### config.mk
export PLATFORM = sky130hd
export DESIGN_NAME = dac_frame_arbiter
export DESIGN_NICKNAME = d
export VERILOG_FILES = /design/src/rtl/dac_frame_arbiter.sv
export SDC_FILE = /design/constraint.sdc
export NUM_CORES = 1
export LEC_CHECK = 0
export ABC_AREA = 1
export CAP_MARGIN = 20
export CELL_PAD_IN_SITES_DETAIL_PLACEMENT = 1
export CELL_PAD_IN_SITES_GLOBAL_PLACEMENT = 1
export CORE_ASPECT_RATIO = 1.2
export CORE_UTILIZATION = 30
export CTS_BUF_LIST = sky130_fd_sc_hd__clkbuf_8 sky130_fd_sc_hd__clkbuf_16
export DETAILED_ROUTE_END_ITERATION = 12
export PLACE_DENSITY = 0.79
export SLEW_MARGIN = 20
export SYNTH_ARGS = -nofsm -noshare
export SYNTH_HDL_FRONTEND = slang
export SYNTH_SLANG_ARGS = --single-unit
### constraint.sdc
create_clock -name clk -period 1.6 [get_ports clk]
set_input_delay 0.24 -clock clk [delete_from_list [all_inputs] [get_ports clk]]
set_output_delay 0.24 -clock clk [all_outputs]
set_load 0.01 [all_outputs]
### src/rtl/dac_frame_arbiter.sv
// dac_frame_arbiter: shares one DAC between two sample sources using fixed-length
// frames (guard samples at IDLE_CODE, then payload from the granted source).
// Arbitration is round-robin and happens only at frame boundaries.
// Optional build macro DAC_HOLD_ON_UNDERRUN_EN: when defined, an underrunning
// payload cycle repeats the previous dac_out value instead of driving IDLE_CODE.
//
// state     | meaning
// ----------+----------------------------------------------------------
// S_IDLE    | no frame; dac_out at IDLE_CODE, waiting for any request
// S_GUARD   | GUARD_LEN cycles of IDLE_CODE; frame_start on the first
// S_PAYLOAD | PAYLOAD_LEN cycles pulling samples from the granted source
module dac_frame_arbiter #(
  parameter int              DW          = 14,
  parameter int              GUARD_LEN   = 16,
  parameter int              PAYLOAD_LEN = 256,
  parameter logic [DW-1:0]   IDLE_CODE   = '0
) (
  input  logic          clk,
  input  logic          rst,
  input  logic          req0,
  input  logic          req1,
  input  logic [DW-1:0] s0_data,
  input  logic          s0_valid,
  output logic          s0_ready,
  input  logic [DW-1:0] s1_data,
  input  logic          s1_valid,
  output logic          s1_ready,
  output logic [1:0]    grant,
  output logic          frame_start,
  output logic          busy,
  output logic [DW-1:0] dac_out,
  output logic          underrun,
  input  logic          underrun_clr
);

  localparam int MAX_LEN = (GUARD_LEN > PAYLOAD_LEN) ? GUARD_LEN : PAYLOAD_LEN;
  localparam int CW      = $clog2(MAX_LEN) + 1;
  localparam logic [CW-1:0] GUARD_LAST   = CW'(GUARD_LEN - 1);
  localparam logic [CW-1:0] PAYLOAD_LAST = CW'(PAYLOAD_LEN - 1);

  typedef enum logic [1:0] {
    S_IDLE    = 2'd0,
    S_GUARD   = 2'd1,
    S_PAYLOAD = 2'd2
  } state_t;

  state_t        state;
  logic [CW-1:0] cnt;
  logic          last_src;   // 1 when source 1 held the most recent grant
  logic          any_req;
  logic          pick1;
  logic          src_valid;
  logic [DW-1:0] src_data;

  // Source 1 wins when it is the only requester, or on a tie when source 0 went last.
  assign any_req   = req0 | req1;
  assign pick1     = req1 & (~req0 | ~last_src);

  assign s0_ready  = (state == S_PAYLOAD) & grant[0];
  assign s1_ready  = (state == S_PAYLOAD) & grant[1];
  assign src_valid = grant[1] ? s1_valid : s0_valid;
  assign src_data  = grant[1] ? s1_data  : s0_data;

  // Frame sequencer with registered DAC code, grant, strobes and sticky underrun.
  always_ff @(posedge clk) begin
    if (rst) begin
      state       <= S_IDLE;
      cnt         <= '0;
      last_src    <= 1'b1;
      grant       <= 2'b00;
      frame_start <= 1'b0;
      busy        <= 1'b0;
      dac_out     <= IDLE_CODE;
      underrun    <= 1'b0;
    end else begin
      frame_start <= 1'b0;
      // A same-cycle underrun in S_PAYLOAD overrides this clear.
      if (underrun_clr) underrun <= 1'b0;
      case (state)
        S_IDLE: begin
          dac_out <= IDLE_CODE;
          if (any_req) begin
            state       <= S_GUARD;
            cnt         <= '0;
            grant       <= pick1 ? 2'b10 : 2'b01;
            last_src    <= pick1;
            frame_start <= 1'b1;
            busy        <= 1'b1;
          end
        end
        S_GUARD: begin
          dac_out <= IDLE_CODE;
          if (cnt == GUARD_LAST) begin
            state <= S_PAYLOAD;
            cnt   <= '0;
          end else begin
            cnt <= cnt + CW'(1);
          end
        end
        S_PAYLOAD: begin
          if (src_valid) begin
            dac_out <= src_data;
          end else begin
`ifdef DAC_HOLD_ON_UNDERRUN_EN
            dac_out <= dac_out;
`else
            dac_out <= IDLE_CODE;
`endif
            underrun <= 1'b1;
          end
          if (cnt == PAYLOAD_LAST) begin
            cnt <= '0;
            if (any_req) begin
              state       <= S_GUARD;
              grant       <= pick1 ? 2'b10 : 2'b01;
              last_src    <= pick1;
              frame_start <= 1'b1;
              busy        <= 1'b1;
            end else begin
              state <= S_IDLE;
              grant <= 2'b00;
              busy  <= 1'b0;
            end
          end else begin
            cnt <= cnt + CW'(1);
          end
        end
        default: begin
          state   <= S_IDLE;
          cnt     <= '0;
          grant   <= 2'b00;
          busy    <= 1'b0;
          dac_out <= IDLE_CODE;
        end
      endcase
    end
  end

endmodule

==> flow_metrics.py, run 1 <==
metrics = {
    "min_path": {
        "hold_path_class": "reg -> reg",
        "hold_start": "busy",
    },
    "timing": {
        "tightestPinTransition_ns": 0.324,
        "period_minus_slack_ns": 1.50,
        "slew_headroom_pct": 78.3,
        "timing.final.crit_share_pct": 93.6,
        "rsz0062_at_grt": "no",
        "fmax_mhz": 668,
        "drv_slew": 0,
        "setup_viol_count_final": 0,
        "hold_viol": 0,
        "skew_ns": 0.00527,
    },
    "floorplan": {
        "fp.dieW_um": 66.7,
        "initial_core_util_pct": 32.1,
        "ios": 56,
        "dieArea_um2": 5320,
        "core-area_um2": 4700,
        "die_y_um": 79.7,
        "num_rows": 27,
    },
    "clock_network": {
        "clock-root-buffer": "clkbuf_8",
        "max-clock-path-buffers": 2,
        "numCtsBuffers": 5,
        "cts_tree": "yes",
        "clkTransAtPathRegs_ns": 0.07,
        "clk_latency_ns": 0.29,
        "cts_max_level": 2,
        "clock-sinks": 31,
        "cts_hold_buf": 0,
        "post-cts-setup-buffer-count": 0,
    },
    "cells_and_area": {
        "n_fill_cell": 573,
        "n_antenna_cell": 0,
        "syn_to_final_growth_pct": 55.7,
        "drive_gt1_share_pct": 16.6,
        "nets": 323,
        "multi_input_area_um2": 812,
        "fin_util_pct": 50.0,
        "regArea_um2": 623,
    },
    "critical_path": {
        "crit_type": "reg -> out",
        "crit_path_end_kind": "output port",
        "worst_path_largest_cell_delay_ns": 0.57,
        "setup.worst_path.start": "grant[1]",
        "critical_path_arrival_ns": 1.26,
        "cp-start-kind": "register",
        "crit_family": "buffers and inverters",
        "crit_buf_inv": 1,
        "slowest_stage": "clkdlybuf4s50_1",
        "cp_cell_sequence": "clkdlybuf4s50_1",
        "reg2reg_slack_ns": 0.14,
        "crit_required_ns": 1.36,
        "r2r-start": "state[0]",
        "worst-path-max-fanout": 4,
    },
    "drt": {
        "ant_nets": 0,
        "avgViaCountPerCell": 4.73,
        "drt_iter0_drc": 57,
        "firstDrtPassIters": 4,
        "wl_um": 4420,
        "wl_per_cell_um": 13.0,
        "drc": 0,
        "vias": 1612,
    },
    "global_routing": {
        "grt_pass1_vias": 1731,
        "antenna_found_initial": 0,
        "grtUsageTotal_pct": 19.9,
        "grt_pass1_wl_um": 7870,
        "overflow": 0,
        "grt_start_max_net_pins": 16,
    },
    "synthesis": {
        "yosysMostFrequentCell": "nand2_1",
        "netlist.area_leader.share_pct": 41.1,
        "syn_inst": 211,
        "synth-seq-cells": 31,
        "avgSynthCellArea_um2": 7.15,
        "synthFlopType": "dfxtp_1",
        "yosys_warnings": 0,
        "synth_commonest_cells": "nand2_1 (62), dfxtp_1 (31), a21oi_1 (25)",
        "synth_cell_type_count": 24,
        "syn_area_um2": 1510,
        "yosysTopAreaCell": "dfxtp_1",
        "seq_area_frac_synth_pct": 41.1,
        "syn_nets": 252,
        "synth_edf_count": 0,
        "ys_top_cells_by_area": "dfxtp_1 (41%), nand2_1 (15%), a21oi_1 (8.3%)",
        "synthArstFlopShare_pct": 0,
    },
    "pwr": {
        "p_leak_nw": 0.971,
        "power_density_nw_per_um2": 1360,
        "p_total_w": 0.00319,
        "ir_worst_vdd_mv": 0.649,
    },
    "place": {
        "port_buffers": 55,
        "hpwl_um": 3460,
        "place.gp.congestion": 0.772,
    },
    "flow_run": {
        "cap_violations": 0,
    },
    "outcome": {
        "status": "complete, no violations",
    },
}
[per-stage QoR]
stage               instances  worst slack, ns  hold slack (ns)  area [um2]  TNS (ns)
finish                    341            0.103            0.474        2350         0
global route              341          0.00877            0.495        2350         0
CTS                       341           0.0217            0.475        2340         0
detailed placement        333         -0.00678            0.464        2220  -0.00678
global placement          333           0.0449            0.450        2220         0
floorplan                 211            0.163            0.348        1510         0
[logic make-up after synthesis]
logic type | share of synthesized area, %
AND/OR/NAND/NOR | 35.0
AO/OA/AOI/OAI | 12.4
flip-flops | 41.1
buffers and inverters | 6.47
adder cells (fa/ha/maj) | 4.97
[state kept, by name, indices dropped and copies added (netlist names)]
register / cells
busy: 1
grant: 2
last_src: 1
state: 2
cnt: 9
underrun: 1
dac_out: 14
frame_start: 1
[final cells by class]
class | instances | share of cell area [%]
Sequential cell | 31 | 26.5
Multi-Input combinational cell | 155 | 34.6
Clock buffer | 6 | 3.51
Tap cell | 58 | 3.09
Inverter | 19 | 3.04
Clock inverter | 2 | 1.49
Timing Repair Buffer | 70 | 27.8
[cell usage in the layout, fill, tap and decap left out, drive strengths merged]
| cell | instances |
|---|---|
| a21oi | 26 |
| ha | 6 |
| buf | 15 |
| o32ai | 1 |
| dfxtp | 31 |
| clkdlybuf4s50 | 53 |
| nor3 | 3 |
| clkbuf | 8 |
| nand4 | 2 |
| nand2 | 68 |
| nor2 | 22 |
| bufinv | 1 |
| nand3 | 18 |
| o21bai | 1 |
| o21ai | 6 |
| clkinv | 2 |
| nand3b | 2 |
| inv | 18 |
[repair_timing]
| action | in CTS | in global routing |
|---|---|---|
| setup endpoints to repair | 2 | 7 |
| pin swaps | 0 | 0 |
| hold endpoints to repair | 0 | 0 |
| gates resized for setup | 3 | 11 |
[metal layers]
layer  routed length [um]  track usage (%)
met4                   73             7.66
met2                 2240             34.3
met1                 1770             21.4
met5                    0                0
met3                  335             7.43
[path summary, 6_finish.rpt]
check,to,depth (start not counted)
setup / recovery,grant[1],1
setup reg to reg,busy,8
hold reg to reg,busy,2
hold / removal,busy,2
[power by group]
group          leakage, nW  switching [W]  internal, W  total (W)
Sequential           0.252      0.0000793     0.000889   0.000968
Clock               0.0612       0.000303     0.000504   0.000807
Combinational        0.658       0.000787     0.000632    0.00142
Total                0.971        0.00117      0.00202    0.00319
Note: power is estimated with default switching activity, not from simulation.
==> inputs of run 2 (changes only) <==
--- a/config.mk
+++ b/config.mk
@@ -9,11 +9,12 @@
 export CAP_MARGIN = 20
 export CELL_PAD_IN_SITES_DETAIL_PLACEMENT = 1
 export CELL_PAD_IN_SITES_GLOBAL_PLACEMENT = 1
-export CORE_ASPECT_RATIO = 1.2
 export CORE_UTILIZATION = 30
 export CTS_BUF_LIST = sky130_fd_sc_hd__clkbuf_8 sky130_fd_sc_hd__clkbuf_16
 export DETAILED_ROUTE_END_ITERATION = 12
+export GPL_ROUTABILITY_DRIVEN = 0
 export PLACE_DENSITY = 0.79
+export RECOVER_POWER = 25
 export SLEW_MARGIN = 20
 export SYNTH_ARGS = -nofsm -noshare
 export SYNTH_HDL_FRONTEND = slang
==> run 2 against run 1 <==
Against the previous run: flip-flop and latch count stayed put; critical path depth increased by 4; fmax shrank 0.36%; combinational power about the same; sequential power about the same; power shrank 7.5%; clock power is 29% lower; global-route usage is 1.6 points lower; setup slack got worse by 0.0054 ns; first-iteration DRC count is 56% higher; final cell count increased by 3.5%; sequential share of layout area decreased by 0.088 points; critical endpoint is now s1_ready.
==> flow_metrics.py, run 2 (same netlist as run 1, synthesis figures left out) <==
metrics = {
    "outcome": {
        "status": "complete, no violations",
    },
    "timing": {
        "rsz0062_at_grt": "no",
        "setup_viol_count_final": 0,
        "timing.final.crit_share_pct": 93.9,
        "drv_slew": 0,
        "slew_headroom_pct": 76.9,
        "skew_ns": 0.00690,
        "tightestPinTransition_ns": 0.346,
        "fmax_mhz": 665,
        "holdWs_ns": 0.476,
        "final.setup.tns_ns": 0,
        "hold_viol": 0,
        "period_minus_slack_ns": 1.50,
    },
    "drt": {
        "avgViaCountPerCell": 4.56,
        "wl_um": 4500,
        "wl_per_cell_um": 12.7,
        "ant_nets": 0,
        "drc": 0,
        "drt_iter0_drc": 89,
        "firstDrtPassIters": 4,
        "vias": 1611,
    },
    "global_routing": {
        "grt_pass1_vias": 1600,
        "antenna_found_initial": 0,
        "grt_pass1_wl_um": 7420,
        "grt_use_met3_pct": 4.28,
        "grtUsageTotal_pct": 18.2,
        "grt.busiest_layer": "met2",
        "use_met1_pct": 24.6,
        "grt_start_max_net_pins": 16,
        "grtUsageMet2_pct": 29.0,
        "overflow": 0,
    },
    "clock_network": {
        "max-clock-path-buffers": 2,
        "cts_tree": "yes",
        "numCtsBuffers": 5,
        "clock-sinks": 31,
        "cts_max_level": 2,
        "clk_latency_ns": 0.28,
        "clock-root-buffer": "clkbuf_8",
        "clkTransAtPathRegs_ns": 0.06,
    },
    "pwr": {
        "ir_worst_vdd_mv": 0.490,
        "p_leak_nw": 0.997,
        "p_total_w": 0.00296,
        "power_density_nw_per_um2": 1250,
    },
    "critical_path": {
        "rr_endpoint": "cnt[8]",
        "r2r-start": "cnt[0]",
        "worst-path-max-fanout": 5,
        "cp-start-kind": "register",
        "reg2regPathDepth": 10,
        "crit_type": "reg -> out",
        "critical_path_arrival_ns": 1.26,
        "reg2reg_slack_ns": 0.14,
        "crit_required_ns": 1.36,
        "crit_path_end_kind": "output port",
    },
    "floorplan": {
        "die_y_um": 72.9,
        "initial_core_util_pct": 31.5,
        "fp.dieW_um": 72.9,
        "core-area_um2": 4790,
        "dieArea_um2": 5320,
        "ios": 56,
        "num_rows": 25,
    },
    "flow_run": {
        "cap_violations": 0,
    },
    "place": {
        "placed_area_um2": 2250,
        "port_buffers": 55,
        "hpwl_um": 3560,
    },
    "cells_and_area": {
        "syn_to_final_growth_pct": 56.6,
        "nets": 326,
        "largest-register": "dac_out",
        "drive_gt1_share_pct": 16.1,
        "fin_util_pct": 49.4,
        "fin_area_um2": 2360,
        "n_antenna_cell": 0,
        "largest_register_ffs": 14,
        "n_fill_cell": 616,
        "largestRegisters": "dac_out: 14 flops, cnt: 9 flops",
        "final_common_cell": "nand2_1",
        "layout_common_cells": "nand2_1 (62), clkdlybuf4s50_1 (49), dfxtp_1 (28)",
    },
    "min_path": {
        "hold_start": "busy",
        "hold_path_class": "reg -> reg",
        "whs_endpoint": "busy",
        "hold_depth": 2,
    },
}
-- run 2: cell types whose count changed in the layout (fill, tap and decap cells not counted), sizes merged --
cell	change
dlygate4sd2	+2
inv	+2
dlygate4sd3	+4
clkbuf	-1
clkdlybuf4s50	-4
buf	+1
bufinv	-1
-- run 2: cell type report --
cell class | instances | area (um2) | share of cell area (%)
Multi-Input combinational cell | 155 | 821 | 34.7
Timing Repair Buffer | 73 | 681 | 28.8
Sequential cell | 31 | 624 | 26.4
Tap cell | 67 | 83.8 | 3.55
Inverter | 19 | 71.3 | 3.02
Clock buffer | 5 | 68.8 | 2.91
Clock inverter | 3 | 12.5 | 0.530
-- run 2: where the power goes --
| group | internal (W) | total [W] | switching [W] | leakage, nW |
|---|---|---|---|---|
| Clock | 0.000292 | 0.000574 | 0.000282 | 0.0505 |
| Sequential | 0.000889 | 0.000966 | 0.0000770 | 0.253 |
| Combinational | 0.000608 | 0.00142 | 0.000808 | 0.694 |
-- run 2: what timing repair did --
item / CTS / global route
buffers inserted: 0 / 0
gates resized for setup: 5 / 6
hold buffers: 0 / 0
setup endpoints to repair: 2 / 8
pin swaps: 0 / 1
-- run 2: layer usage --
layer / wire length (um) / up-vias / share of wire [%]
met5: 0 / - / 0
met1: 2200 / 741 / 49
met2: 2070 / 36 / 46
met3: 192 / 5 / 4.3
li1: - / 829 / -
met4: 42 / 0 / 0.93
-- run 2: worst max-delay path, cell delays in order, from the launching register on --
cell           delay (ns)
dfxtp_1              0.37
inv_2                0.07
ha_4                 0.18
nand2_1              0.06
inv_1                0.03
dlygate4sd2_1        0.28
-- run 2: how the worst max path moves through the flow --
stage               startpoint  endpoint  slack (ns)
detailed placement        req1  grant[1]        0.01
finish                state[0]  s1_ready         0.1
floorplan               cnt[1]    cnt[8]        0.16
CTS                     cnt[0]    cnt[8]        0.02
global placement          req1    cnt[3]        0.03
global route          state[0]      busy        0.01
-- run 2: metrics by stage --
| stage | setup WS (ns) | cells |
|---|---|---|
| floorplan | 0.163 | 211 |
| global placement | 0.0276 | 345 |
| detailed placement | 0.0133 | 345 |
| CTS | 0.0194 | 353 |
| global route | 0.0127 | 353 |
| finish | 0.0972 | 353 |
==> inputs of run 3 (changes only) <==
--- a/config.mk
+++ b/config.mk
@@ -15,6 +15,7 @@
 export GPL_ROUTABILITY_DRIVEN = 0
 export PLACE_DENSITY = 0.79
 export RECOVER_POWER = 25
+export SKIP_LAST_GASP = 1
 export SLEW_MARGIN = 20
 export SYNTH_ARGS = -nofsm -noshare
 export SYNTH_HDL_FRONTEND = slang
==> run 3 against run 2 <==
Against the previous run: routed wire length is essentially flat; largest power group unchanged; highest routed layer unchanged; setup slack is the same; flip-flop and latch count is the same.
==> flow_metrics.py, run 3 (same netlist as run 1, synthesis figures left out) <==
metrics = {
    "min_path": {
        "hold_start": "busy",
        "whs_endpoint": "busy",
        "hold_path_class": "reg -> reg",
        "hold_depth": 2,
    },
    "timing": {
        "setup_viol_count_final": 0,
        "rsz0062_at_grt": "yes",
        "holdWs_ns": 0.476,
        "timing.final.crit_share_pct": 93.9,
        "tightestPinTransition_ns": 0.346,
        "slew_headroom_pct": 76.9,
        "hold_viol": 0,
        "skew_ns": 0.00690,
        "drv_slew": 0,
        "period_minus_slack_ns": 1.50,
        "fmax_mhz": 665,
        "setup_ws_ns": 0.0972,
    },
    "global_routing": {
        "overflow": 0,
        "grt_pass1_vias": 1600,
        "grt_start_max_net_pins": 16,
        "antenna_found_initial": 0,
        "grt_pass1_wl_um": 7420,
        "grtUsageTotal_pct": 18.2,
    },
    "critical_path": {
        "reg2reg_slack_ns": 0.1,
        "crit_type": "reg -> out",
        "crit_required_ns": 1.36,
        "worst-path-max-fanout": 5,
        "rr_endpoint": "cnt[8]",
        "crit_path_end_kind": "output port",
        "critical_path_arrival_ns": 1.26,
        "r2r-start": "cnt[1]",
        "cp-start-kind": "register",
        "reg2regPathDepth": 10,
    },
    "clock_network": {
        "max-clock-path-buffers": 2,
        "clock-root-buffer": "clkbuf_8",
        "cts_max_level": 2,
        "clkTransAtPathRegs_ns": 0.06,
        "clock-sinks": 31,
        "cts_tree": "yes",
        "numCtsBuffers": 5,
        "clk_latency_ns": 0.28,
    },
    "place": {
        "dp.cells": 345,
        "port_buffers": 55,
        "hpwl_um": 3560,
        "dp_worst_setup_slack_ns": 0.0133,
    },
    "floorplan": {
        "initial_core_util_pct": 31.5,
        "fp.dieW_um": 72.9,
        "num_rows": 25,
        "ios": 56,
        "dieArea_um2": 5320,
        "die_y_um": 72.9,
        "core-area_um2": 4790,
    },
    "cells_and_area": {
        "instances_no_fill": 353,
        "n_fill_cell": 615,
        "n_antenna_cell": 0,
        "largest_register_ffs": 14,
        "final_common_cell": "nand2_1",
        "multi_input_area_um2": 821,
        "layout_common_cells": "nand2_1 (62), clkdlybuf4s50_1 (49), dfxtp_1 (29)",
        "syn_to_final_growth_pct": 56.5,
        "largest-register": "dac_out",
        "regArea_um2": 623,
        "nets": 326,
        "drive_gt1_share_pct": 15.4,
        "largestRegisters": "dac_out: 14 flops, cnt: 9 flops",
        "fin_util_pct": 49.3,
    },
    "drt": {
        "wl_um": 4500,
        "vias": 1611,
        "drc": 0,
        "wl_per_cell_um": 12.8,
        "ant_nets": 0,
        "avgViaCountPerCell": 4.56,
        "drt_iter0_drc": 90,
        "firstDrtPassIters": 4,
    },
    "flow_run": {
        "cap_violations": 0,
    },
    "pwr": {
        "power_density_nw_per_um2": 1250,
        "ir_worst_vdd_mv": 0.490,
        "p_leak_nw": 0.997,
    },
    "outcome": {
        "status": "complete, no violations",
    },
}
==> run 3: timing repair <==
action,in CTS,in global routing
hold buffers,0,0
gates cloned,0,0
buffers inserted,0,0
gates resized for setup,5,5
endpoints found under the setup margin,2,8
pin swaps,0,1
==> run 3: critical path: stages, from the launching register on <==
cell and delay (ns):
dfxtp_1 0.37, inv_2 0.07, ha_4 0.18, nand2_1 0.06, inv_1 0.03, dlygate4sd2_1 0.28
==> run 3: through the flow <==
stage | total power (W) | setup TNS [ns] | area, um2
after global routing | 0.00317 | -0.0432 | 2360
after global placement | 0.00233 | 0 | 2250
after CTS | 0.00297 | 0 | 2340
after detailed placement | 0.00237 | 0 | 2250
final | 0.00295 | 0 | 2360
after floorplan | 0.00178 | 0 | 1510
==> run 3: cell type report <==
type                       count  area share, %
clock buffer                   5           2.91
clock inverter                 3          0.530
inverter                      19           3.02
multi-input combinational    155           34.8
sequential                    31           26.4
tap                           67           3.55
timing repair buffer          73           28.8
==> run 3: routing by layer <==
layer  vias to the layer above  track usage (%)  part of all wire, %
met5                         -                0                    0
met2                        36             29.0                   46
met4                         0             5.23                 0.93
met3                         5             4.28                  4.3
li1                        829                -                    -
met1                       741             24.6                   49
==> run 3: how the worst max path moves through the flow <==
stage / endpoint / from / slack (ns)
6_report: s1_ready / state[0] / 0.1
5_1_grt: cnt[8] / cnt[1] / -0.02
4_1_cts: cnt[8] / cnt[0] / 0.02
3_5_place_dp: grant[1] / req1 / 0.01
3_3_place_gp: cnt[3] / req1 / 0.03
2_1_floorplan: cnt[8] / cnt[1] / 0.16
==> run 3: power by group <==
part,internal [W],switching [W],leakage (nW),total (W)
logic,0.000607,0.000806,0.694,0.00141
clock network,0.000292,0.000282,0.0505,0.000574
registers,0.000889,0.0000770,0.252,0.000966
total,0.00179,0.00117,0.997,0.00295
